<file path="config.mk">
export PLATFORM = sky130hd
export DESIGN_NAME = lelo_temp_seq
export DESIGN_NICKNAME = d
export VERILOG_FILES = /design/src/rtl/lelo_temp_pkg.sv /design/src/rtl/lelo_gray_sync.sv /design/src/rtl/lelo_temp_seq.sv
export SDC_FILE = /design/constraint.sdc
export NUM_CORES = 1
export LEC_CHECK = 0
export CAP_MARGIN = 20
export CORE_UTILIZATION = 36
export DETAILED_ROUTE_END_ITERATION = 8
export GPL_TIMING_DRIVEN = 1
export PLACE_DENSITY = 0.57
export REMOVE_ABC_BUFFERS = 1
export SLEW_MARGIN = 20
export SYNTH_ARGS = -nofsm -noshare
export SYNTH_HDL_FRONTEND = slang
export SYNTH_SLANG_ARGS = --single-unit
export TNS_END_PERCENT = 10
</file>
<file path="constraint.sdc">
create_clock -name lf_clk -period 16.4 [get_ports lf_clk]
set_clock_uncertainty 0.05 [all_clocks]
set_input_delay 4.1 -clock lf_clk [delete_from_list [all_inputs] [get_ports lf_clk]]
set_output_delay 4.1 -clock lf_clk [all_outputs]
set_load 0.01 [all_outputs]
</file>
<file path="src/rtl/lelo_temp_pkg.sv">
// Shared types, constants and helpers for the temperature-oscillator sequencer.
package lelo_temp_pkg;

    // Sequencer states.
    typedef enum logic [1:0] {
        ST_IDLE   = 2'd0,
        ST_SETTLE = 2'd1,
        ST_WINDOW = 2'd2
    } state_t;

    // The synchroniser needs a couple of cycles to deliver a clean baseline,
    // so the settle phase is never shorter than this.
    localparam int MIN_SETTLE = 3;

    // Width of the win_cycles input.
    localparam int WIN_W = 8;

    // Widest Gray code the helper below accepts.
    localparam int G2B_MAX_W = 32;

    // Gray-to-binary: each binary bit is the XOR of all Gray bits at and above it.
    // Zero-extended narrower codes convert correctly because the upper bits are 0.
    function automatic logic [G2B_MAX_W-1:0] gray2bin(input logic [G2B_MAX_W-1:0] g);
        logic [G2B_MAX_W-1:0] b;
        b = g;
        for (int i = 1; i < G2B_MAX_W; i++) begin
            b = b ^ (g >> i);
        end
        return b;
    endfunction

endpackage

</file>
<file path="src/rtl/lelo_gray_sync.sv">
// Two-flop synchroniser for the oscillator-domain Gray counter, followed by
// Gray-to-binary conversion. Only one bit of a Gray code changes per step, so
// a bit caught mid-transition resolves to either the old or the new value.
module lelo_gray_sync
    import lelo_temp_pkg::*;
#(
    parameter int CW = 12
) (
    input  logic          lf_clk,
    input  logic          rst_n,
    input  logic [CW-1:0] gray_async,
    output logic [CW-1:0] bin_sync
);

    logic [CW-1:0] meta_reg;
    logic [CW-1:0] sync_reg;

    // Two-stage capture of the asynchronous Gray count.
    always_ff @(posedge lf_clk or negedge rst_n) begin
        if (!rst_n) begin
            meta_reg <= '0;
            sync_reg <= '0;
        end else begin
            meta_reg <= gray_async;
            sync_reg <= meta_reg;
        end
    end

    assign bin_sync = CW'(gray2bin(G2B_MAX_W'(sync_reg)));

endmodule

</file>
<file path="src/rtl/lelo_temp_seq.sv">
// Temperature-oscillator measurement sequencer. Enables the oscillator, waits
// for it to settle, then measures contiguous windows of W lf_clk cycles by
// differencing the synchronised edge counter. Each burst of 2^AVG_LOG2 windows
// is averaged and compared against an alarm threshold; continuous mode chains
// bursts without re-settling.
module lelo_temp_seq
    import lelo_temp_pkg::*;
#(
    parameter int CW       = 12,
    parameter int DW       = 8,
    parameter int AVG_LOG2 = 2,
    parameter int SETTLE   = 4
) (
    input  logic             lf_clk,
    input  logic             rst_n,
    input  logic             start,
    input  logic             cont,
    input  logic [WIN_W-1:0] win_cycles,
    input  logic [DW-1:0]    thr,
    input  logic [CW-1:0]    ana_cnt_gray,
    output logic             ana_en,
    output logic             busy,
    output logic [DW-1:0]    delta,
    output logic             delta_valid,
    output logic [DW-1:0]    avg,
    output logic             avg_valid,
    output logic             ovf,
    output logic             alarm
);

    // A too-small SETTLE is clamped up rather than producing a bad baseline.
    localparam int SETTLE_EFF = (SETTLE < MIN_SETTLE) ? MIN_SETTLE : SETTLE;
    localparam int SCW        = $clog2(SETTLE_EFF);
    localparam int AW         = DW + AVG_LOG2;
    localparam int NWIN       = 1 << AVG_LOG2;
    localparam int IW         = AVG_LOG2 + 1;

    state_t state_reg;
    state_t state_next;

    logic [SCW-1:0]   settle_cnt_reg;
    logic [WIN_W-1:0] win_cnt_reg;
    logic [WIN_W-1:0] win_len_reg;
    logic [IW-1:0]    win_idx_reg;
    logic [CW-1:0]    base_reg;
    logic [AW-1:0]    acc_reg;

    logic [DW-1:0]    delta_reg;
    logic             delta_valid_reg;
    logic [DW-1:0]    avg_reg;
    logic             avg_valid_reg;
    logic             ovf_reg;
    logic             alarm_reg;

    logic [CW-1:0]    cnt_bin;
    logic [CW-1:0]    raw;
    logic             raw_over;
    logic [DW-1:0]    delta_sat;
    logic [AW-1:0]    sum_next;
    logic [DW-1:0]    avg_calc;
    logic [WIN_W-1:0] win_len_eff;
    logic             start_ok;
    logic             settle_done;
    logic             win_done;
    logic             burst_done;

    lelo_gray_sync #(
        .CW (CW)
    ) u_sync (
        .lf_clk     (lf_clk),
        .rst_n      (rst_n),
        .gray_async (ana_cnt_gray),
        .bin_sync   (cnt_bin)
    );

    // Phase-end conditions.
    assign start_ok    = (state_reg == ST_IDLE) && start;
    assign settle_done = (state_reg == ST_SETTLE) && (settle_cnt_reg == SCW'(SETTLE_EFF - 1));
    assign win_done    = (state_reg == ST_WINDOW) && (win_cnt_reg == win_len_reg - WIN_W'(1));
    assign burst_done  = win_done && (win_idx_reg == IW'(NWIN - 1));

    // A zero window length would never terminate; treat it as one cycle.
    assign win_len_eff = (win_cycles == '0) ? WIN_W'(1) : win_cycles;

    // Modular difference absorbs counter wrap; the synchroniser lag is the
    // same at both ends of a window so it cancels.
    assign raw = cnt_bin - base_reg;

    generate
        if (CW > DW) begin : g_sat
            assign raw_over = |raw[CW-1:DW];
        end else begin : g_nosat
            assign raw_over = 1'b0;
        end
    endgenerate

    assign delta_sat = raw_over ? {DW{1'b1}} : DW'(raw);
    assign sum_next  = acc_reg + AW'(delta_sat);
    assign avg_calc  = DW'(sum_next >> AVG_LOG2);

    // State register.
    always_ff @(posedge lf_clk or negedge rst_n) begin
        if (!rst_n) begin
            state_reg <= ST_IDLE;
        end else begin
            state_reg <= state_next;
        end
    end

    // Next-state logic.
    always_comb begin
        state_next = state_reg;
        case (state_reg)
            ST_IDLE: begin
                if (start) begin
                    state_next = ST_SETTLE;
                end
            end
            ST_SETTLE: begin
                if (settle_done) begin
                    state_next = ST_WINDOW;
                end
            end
            ST_WINDOW: begin
                if (burst_done && !cont) begin
                    state_next = ST_IDLE;
                end
            end
            default: state_next = ST_IDLE;
        endcase
    end

    // State-decoded outputs: the oscillator runs whenever the sequencer is active.
    always_comb begin
        ana_en = 1'b0;
        busy   = 1'b0;
        if (state_reg != ST_IDLE) begin
            ana_en = 1'b1;
            busy   = 1'b1;
        end
    end

    // Settle/window counters, baseline and burst accumulator.
    always_ff @(posedge lf_clk or negedge rst_n) begin
        if (!rst_n) begin
            settle_cnt_reg <= '0;
            win_cnt_reg    <= '0;
            win_len_reg    <= WIN_W'(1);
            win_idx_reg    <= '0;
            base_reg       <= '0;
            acc_reg        <= '0;
        end else begin
            case (state_reg)
                ST_IDLE: begin
                    if (start) begin
                        settle_cnt_reg <= '0;
                        win_idx_reg    <= '0;
                        acc_reg        <= '0;
                    end
                end
                ST_SETTLE: begin
                    settle_cnt_reg <= settle_cnt_reg + SCW'(1);
                    if (settle_done) begin
                        base_reg    <= cnt_bin;
                        win_len_reg <= win_len_eff;
                        win_cnt_reg <= '0;
                    end
                end
                ST_WINDOW: begin
                    if (win_done) begin
                        // Next window starts on this same edge: no dead cycles.
                        base_reg    <= cnt_bin;
                        win_len_reg <= win_len_eff;
                        win_cnt_reg <= '0;
                        if (burst_done) begin
                            acc_reg     <= '0;
                            win_idx_reg <= '0;
                        end else begin
                            acc_reg     <= sum_next;
                            win_idx_reg <= win_idx_reg + IW'(1);
                        end
                    end else begin
                        win_cnt_reg <= win_cnt_reg + WIN_W'(1);
                    end
                end
                default: ;
            endcase
        end
    end

    // Result registers, strobes and flags.
    always_ff @(posedge lf_clk or negedge rst_n) begin
        if (!rst_n) begin
            delta_reg       <= '0;
            delta_valid_reg <= 1'b0;
            avg_reg         <= '0;
            avg_valid_reg   <= 1'b0;
            ovf_reg         <= 1'b0;
            alarm_reg       <= 1'b0;
        end else begin
            delta_valid_reg <= 1'b0;
            avg_valid_reg   <= 1'b0;
            if (start_ok) begin
                ovf_reg <= 1'b0;
            end
            if (win_done) begin
                delta_reg       <= delta_sat;
                delta_valid_reg <= 1'b1;
                if (raw_over) begin
                    ovf_reg <= 1'b1;
                end
                if (burst_done) begin
                    avg_reg       <= avg_calc;
                    avg_valid_reg <= 1'b1;
                    alarm_reg     <= (avg_calc > thr);
                end
            end
        end
    end

    assign delta       = delta_reg;
    assign delta_valid = delta_valid_reg;
    assign avg         = avg_reg;
    assign avg_valid   = avg_valid_reg;
    assign ovf         = ovf_reg;
    assign alarm       = alarm_reg;

endmodule
</file>
# Word-level counts from Yosys, hierarchy flattened
# Index checks and enable logic that the tools add are counted.
[word_totals]
memories = 0
elab_cells = 93
latch_bits = 0
out_inout_bits = 22
romBits = 0
regBits = 89
ramBits = 0
inputBits = 32
[op_classes]
n_bitwise = 11
div_mod_pow = 0
n_addsub = 6
n_mul = 0
n_reduce_logical = 19
order_cmp = 1
n_mux = 32
n_eq_ne = 9
shifts = 0
[ops]
columns = ["cell", "n"]
rows = [
  ["2-to-1 mux 8 bit", 6],
  ["case mux 8 bit (2 select lines)", 2],
  ["2-to-1 mux 10 bit", 3],
  ["2-to-1 mux 12 bit", 2],
  ["case mux 12 bit (2 select lines)", 1],
  ["case mux 10 bit (2 select lines)", 1],
  ["subtractor 12 bit", 1],
  ["bitwise XOR 12 x 1 -> 12 bit", 1],
  ["bitwise XOR 12 x 10 -> 12 bit", 1],
  ["bitwise XOR 12 x 11 -> 12 bit", 1],
  ["bitwise XOR 12 x 2 -> 12 bit", 1],
  ["bitwise XOR 12 x 3 -> 12 bit", 1],
  ["bitwise XOR 12 x 4 -> 12 bit", 1],
  ["bitwise XOR 12 x 5 -> 12 bit", 1],
  ["bitwise XOR 12 x 6 -> 12 bit", 1],
  ["bitwise XOR 12 x 7 -> 12 bit", 1],
  ["bitwise XOR 12 x 8 -> 12 bit", 1],
  ["bitwise XOR 12 x 9 -> 12 bit", 1],
  ["adder 10 x 8 -> 10 bit", 1],
  ["2-to-1 mux 3 bit", 3],
  ["AND reduction 3 bit", 3],
  ["adder 8 x 1 -> 8 bit (second input constant)", 1],
  ["== test 8 bit", 1],
  ["greater-than comparator 8 bit", 1],
  ["other kinds (20)", 41],
]

# Logic depth before layout (Yosys ltp)
[logic_depth]
depth_word = 18
mapped_depth = 32
ltp_nobuf = 31

# By module
# Synthesis repeated with hierarchy kept, for this count alone.
[hier_totals]
hier_cells = 470
hier_area_um2 = 4967.3
[by_module_without_submodules]
columns = ["mod", "seq_area_each_um2", "cells_each", "area_each_um2", "instances"]
rows = [
  ["lelo_temp_seq", 1627.8, 427, 4124.0, 1],
  ["lelo_gray_sync", 600.6, 43, 843.3, 1],
]

# Worst setup path before layout
# OpenSTA, ideal clock, no wires.
[synth_timing]
path_type = "register -> register"
from = "register u_sync.sync_reg[9]"
to = "register alarm_reg, in the netlist alarm"
path_buffers = 1
t_required_ns = 16.220
slack_ns = 10.250
t_arrival_ns = 5.970
period_less_slack_ns = 6.150
stages_incl_launch_ff = 33
setup_time_ns = 0.130
path_cell_list = "dfrtp_1 > xnor2_1 > xnor2_1 > xnor2_2 > xor2_2 > xnor2_2 > xnor2_1 > ha_1 > inv_1 > fa_1 > a21o_1 > a21oi_1 > nand2b_1 > a21oi_1 > or3_1 > a22oi_2 > buf_2 > nand2_1 > ha_1 > fa_1 > a21o_1 > a21oi_1 > nor2b_1 > o21ai_0 > nor2b_1 > xnor2_1 > ha_1 > a21o_1 > a21o_1 > a21oi_1 > o21ai_0 > o21ai_0 > mux2i_1"
[synth_between]
word_cells_on_any_way = 16
classes_between = "2 x add/sub; 1 x order compare; 1 x mux; 11 x bitwise; 1 x reduce/logical"
[synth_lines]
columns = ["element", "line", "text"]
rows = [
  ["start, declared", "lelo_gray_sync.sv:16", "logic [CW-1:0] sync_reg;"],
  ["start signal, assigned", "lelo_gray_sync.sv:25", "sync_reg <= meta_reg;"],
  ["bitwise XOR 12 x 9 -> 12 bit", "lelo_temp_pkg.sv:27", "b = b ^ (g >> i);"],
  ["bitwise XOR 12 x 8 -> 12 bit", "lelo_temp_pkg.sv:27", ""],
  ["bitwise XOR 12 x 7 -> 12 bit", "lelo_temp_pkg.sv:27", ""],
  ["bitwise XOR 12 x 6 -> 12 bit", "lelo_temp_pkg.sv:27", ""],
  ["bitwise XOR 12 x 5 -> 12 bit", "lelo_temp_pkg.sv:27", ""],
  ["bitwise XOR 12 x 4 -> 12 bit", "lelo_temp_pkg.sv:27", ""],
  ["bitwise XOR 12 x 3 -> 12 bit", "lelo_temp_pkg.sv:27", ""],
  ["bitwise XOR 12 x 2 -> 12 bit", "lelo_temp_pkg.sv:27", ""],
  ["bitwise XOR 12 x 1 -> 12 bit", "lelo_temp_pkg.sv:27", ""],
  ["net cnt_bin[6]", "lelo_temp_seq.sv:55", "logic [CW-1:0] cnt_bin;"],
  ["subtractor 12 bit", "lelo_temp_seq.sv:87", "assign raw = cnt_bin - base_reg;"],
  ["OR reduction 4 bit", "lelo_temp_seq.sv:91", "assign raw_over = |raw[CW-1:DW];"],
  ["2-to-1 mux 8 bit", "lelo_temp_seq.sv:97", "assign delta_sat = raw_over ? {DW{1'b1}} : DW'(raw);"],
  ["net delta_sat[0]", "lelo_temp_seq.sv:58", "logic [DW-1:0] delta_sat;"],
  ["adder 10 x 8 -> 10 bit", "lelo_temp_seq.sv:98", "assign sum_next = acc_reg + AW'(delta_sat);"],
  ["net sum_next[6]", "lelo_temp_seq.sv:59", "logic [AW-1:0] sum_next;"],
  ["greater-than comparator 8 bit", "lelo_temp_seq.sv:215", "alarm_reg <= (avg_calc > thr);"],
  ["end signal, assigned", "lelo_temp_seq.sv:215", ""],
  ["end, declared", "lelo_temp_seq.sv:53", "logic alarm_reg;"],
]
# The timed path passes the listed nets, and every way through them passes these cells.
# A chain may end at the register's enable or synchronous reset.

# Worst setup path after layout
# Same ends and word-level chain as after synthesis.

==> qor.yml <==
cts:
  clk_latency_ns: 0.34
  tritoncts: "built"
  clock_sinks: 89
  cts_made_buffers: 9
  post-cts-setup-buffers: 0
  postCtsHoldBufs: 0
  cts.repair.resized: 0
  htreeDepth: 3
  clkSlewWorstSetupHoldPaths_ns: 0.06
  root_buffer: "clkbuf_16"
  clockBufferDepth: 2
timing:
  tightest_slew_ns: 0.6706
  holdWs_ns: 0.2950
  setup_viol: 0
  fmax_mhz: 147.3
  tns_ns: 0
  slew_violations: 0
  post-route-period-util_pct: 41.38
  hold_violations: 0
  min_period_ns: 6.787
  grt_setup_unrepaired: "false"
  slew_headroom_pct: 55.29
synthesis:
  synth_edf_count: 0
  synth_adder_area_share_pct: 9.113
  synth.area.top_cells: "dfrtp_1 47%, ha_1 8.3%, mux2_2 4.6%"
  synth_compound_area_share_pct: 11.75
  netlist_instances: 444
  async_flop_share_pct: 100.0
  avgSynthCellArea_um2: 10.58
  seq_area_frac_synth_pct: 47.46
  synth-warning-count: 0
  synth.distinct_cells: 57
  yosysTopAreaCell: "dfrtp_1"
  netlist_area_um2: 4696
  synth_xor_xnor_area_share_pct: 9.885
  synth_top_area_share_pct: 46.90
  synth.area.mux_share_pct: 5.196
  synth_top_family_by_area: "simple AND/OR/NAND/NOR gates"
  synthSimpleGateAreaFrac_pct: 12.76
  synth_flop_cell: "dfrtp_1"
  ys_ff_latch: 89
worst_setup_path:
  cp_slowest_cell: "a22oi_2"
  cp.arrival_ns: 6.96
  cp.required_ns: 16.57
  start_kind: "flip-flop"
  crit_type: "flip-flop to flip-flop"
  timing.rr.start: "u_sync.sync_reg[9]$_DFF_PN0_"
  max_stage_delay_ns: 0.59
  crit_path_max_fanout: 17
  startpoint: "u_sync.sync_reg[9]$_DFF_PN0_"
  crit_path_end_kind: "flip-flop"
floorplan:
  chipHeight_um: 116.2
  boundaryPins: 54
  die_area_um2: 13500
  num_rows: 41
  core-area_um2: 12670
  initial_core_util_pct: 37.06
  die_w_um: 116.2
place:
  io_buffers: 53
  place_hpwl_um: 6502
  globalplace.congestion: 0.7817
  placedInstanceArea_um2: 5390
detailed_routing:
  vias: 3259
  first_pass_iters: 4
  drc: 0
  vias_per_cell: 4.835
  ant_nets: 0
  initialDrtViolationCount: 166
  routed_wl_um: 8839
  wl_per_cell_um: 13.11
final_layout:
  drive_above_1_share_pct: 10.36
  fill_cells: 1202
  fin_area_um2: 5702
  final_util_pct: 45.00
  multi_input_area_um2: 2287
  diodes: 0
  final_nets: 563
  final_cell_mix: "88 x dfrtp_1, 52 x clkdlybuf4s50_1, 37 x nand2_1"
  final_common_cell: "dfrtp_1"
  regArea_um2: 2228
  area_growth_pct: 21.42
global_routing:
  grt-ovfl-total: 0
  grt_max_degree: 55
  grt_pass1_vias: 3254
  antenna_found_initial: 0
  grt_pass1_wl_um: 15300
  grt_use_total_pct: 14.91
pwr:
  power_frac_clock_pct: 23.4
  switching_power_w: 0.0003373
  finalPower_w: 0.0009282
  seqPwrFrac_pct: 32.7
  switching_share_pct: 36.34
  ir_drop_mv: 0.07154
  internal-power_w: 0.0005909
  cellLeakagePower_nw: 2.536
  p_comb_share_pct: 43.9
  power.density_nw_per_um2: 162.8
worst_hold_path:
  min_path_type: "flip-flop to flip-flop"
  worstHoldStart: "u_sync.meta_reg[1]$_DFF_PN0_"
run_status:
  status: "completed"
run:
  drv_cap: 0
## critical path, delay by kind of cell, from the launching register on
kind,cells,cell delay (ns)
adders and majority gates,4,1.19
AOI/OAI and AO/OA,14,2.64
buffers and inverters,1,0.05
DFF,1,0.40
xor gates and xnor gates,7,1.51
and+or+nand+nor,3,0.73
muxes,1,0.09
## kinds of logic after synthesis
logic type | after synthesis
AND/OR/NAND/NOR | 122
flip-flops | 89
AO/OA/AOI/OAI | 87
XOR/XNOR | 48
buffers and inverters | 43
adder cells (fa/ha/maj) | 33
multiplexers | 22
## synthesized netlist by cell type (3+ instances only)
library cell	instances
nor3_1	3
a32o_1	4
nand4_1	7
nand2b_1	10
a21oi_1	26
nor2b_1	4
nor2_1	31
nand3_1	13
a21o_1	5
xnor2_1	22
xor2_1	21
dfrtp_1	88
inv_1	30
a31oi_1	7
nor4_1	3
mux2i_1	3
mux2_2	19
nand2_1	37
buf_2	6
ha_1	31
clkbuf_1	4
o21ai_0	27
## path summary, 6_finish.rpt
path | slack, ns | to | depth (start not counted)
min reg2reg | 0.29 | u_sync.sync_reg[1]$_DFF_PN0_ | 0
max reg2reg | 9.61 | alarm$_DFFE_PN0P_ | 30
max in group asynchronous | 11.61 | u_sync.meta_reg[2]$_DFF_PN0_ | 2
min | 0.29 | u_sync.sync_reg[1]$_DFF_PN0_ | 0
max | 9.61 | alarm$_DFFE_PN0P_ | 30
min in group asynchronous | 3.65 | avg_valid$_DFF_PN0_ | 1
## power groups by stage
stage	Sequential [W]	Combinational (W)	Clock, W
floorplan	0.000300	0.000303	0
global placement	0.000307	0.000403	0
detailed placement	0.000309	0.000411	0
CTS	0.000305	0.000413	0.000224
global route	0.000311	0.000466	0.000233
finish	0.000303	0.000407	0.000217
## stage by stage
stage          setup WS (ns)  cells
2_1_floorplan          10.20    432
3_3_place_gp           9.749    659
3_5_place_dp           9.597    659
4_1_cts                9.550    674
5_1_grt                8.988    674
6_report               9.613    674
## per-layer routing
metal | global-route usage (%) | wire [µm]
met5 | 0 | 0
met4 | 6.239 | 160
met3 | 3.892 | 294
met2 | 24.52 | 4282
met1 | 18.62 | 4102
## final cells by class
class                      count  area share (%)
sequential                    89           39.08
clock buffer                  12           4.323
inverter                      31           2.041
clock inverter                 3           1.141
tap                          172           3.774
multi-input combinational    312           40.11
timing repair buffer          55           9.524
No activity file was read; power rests on OpenSTA's default activity.
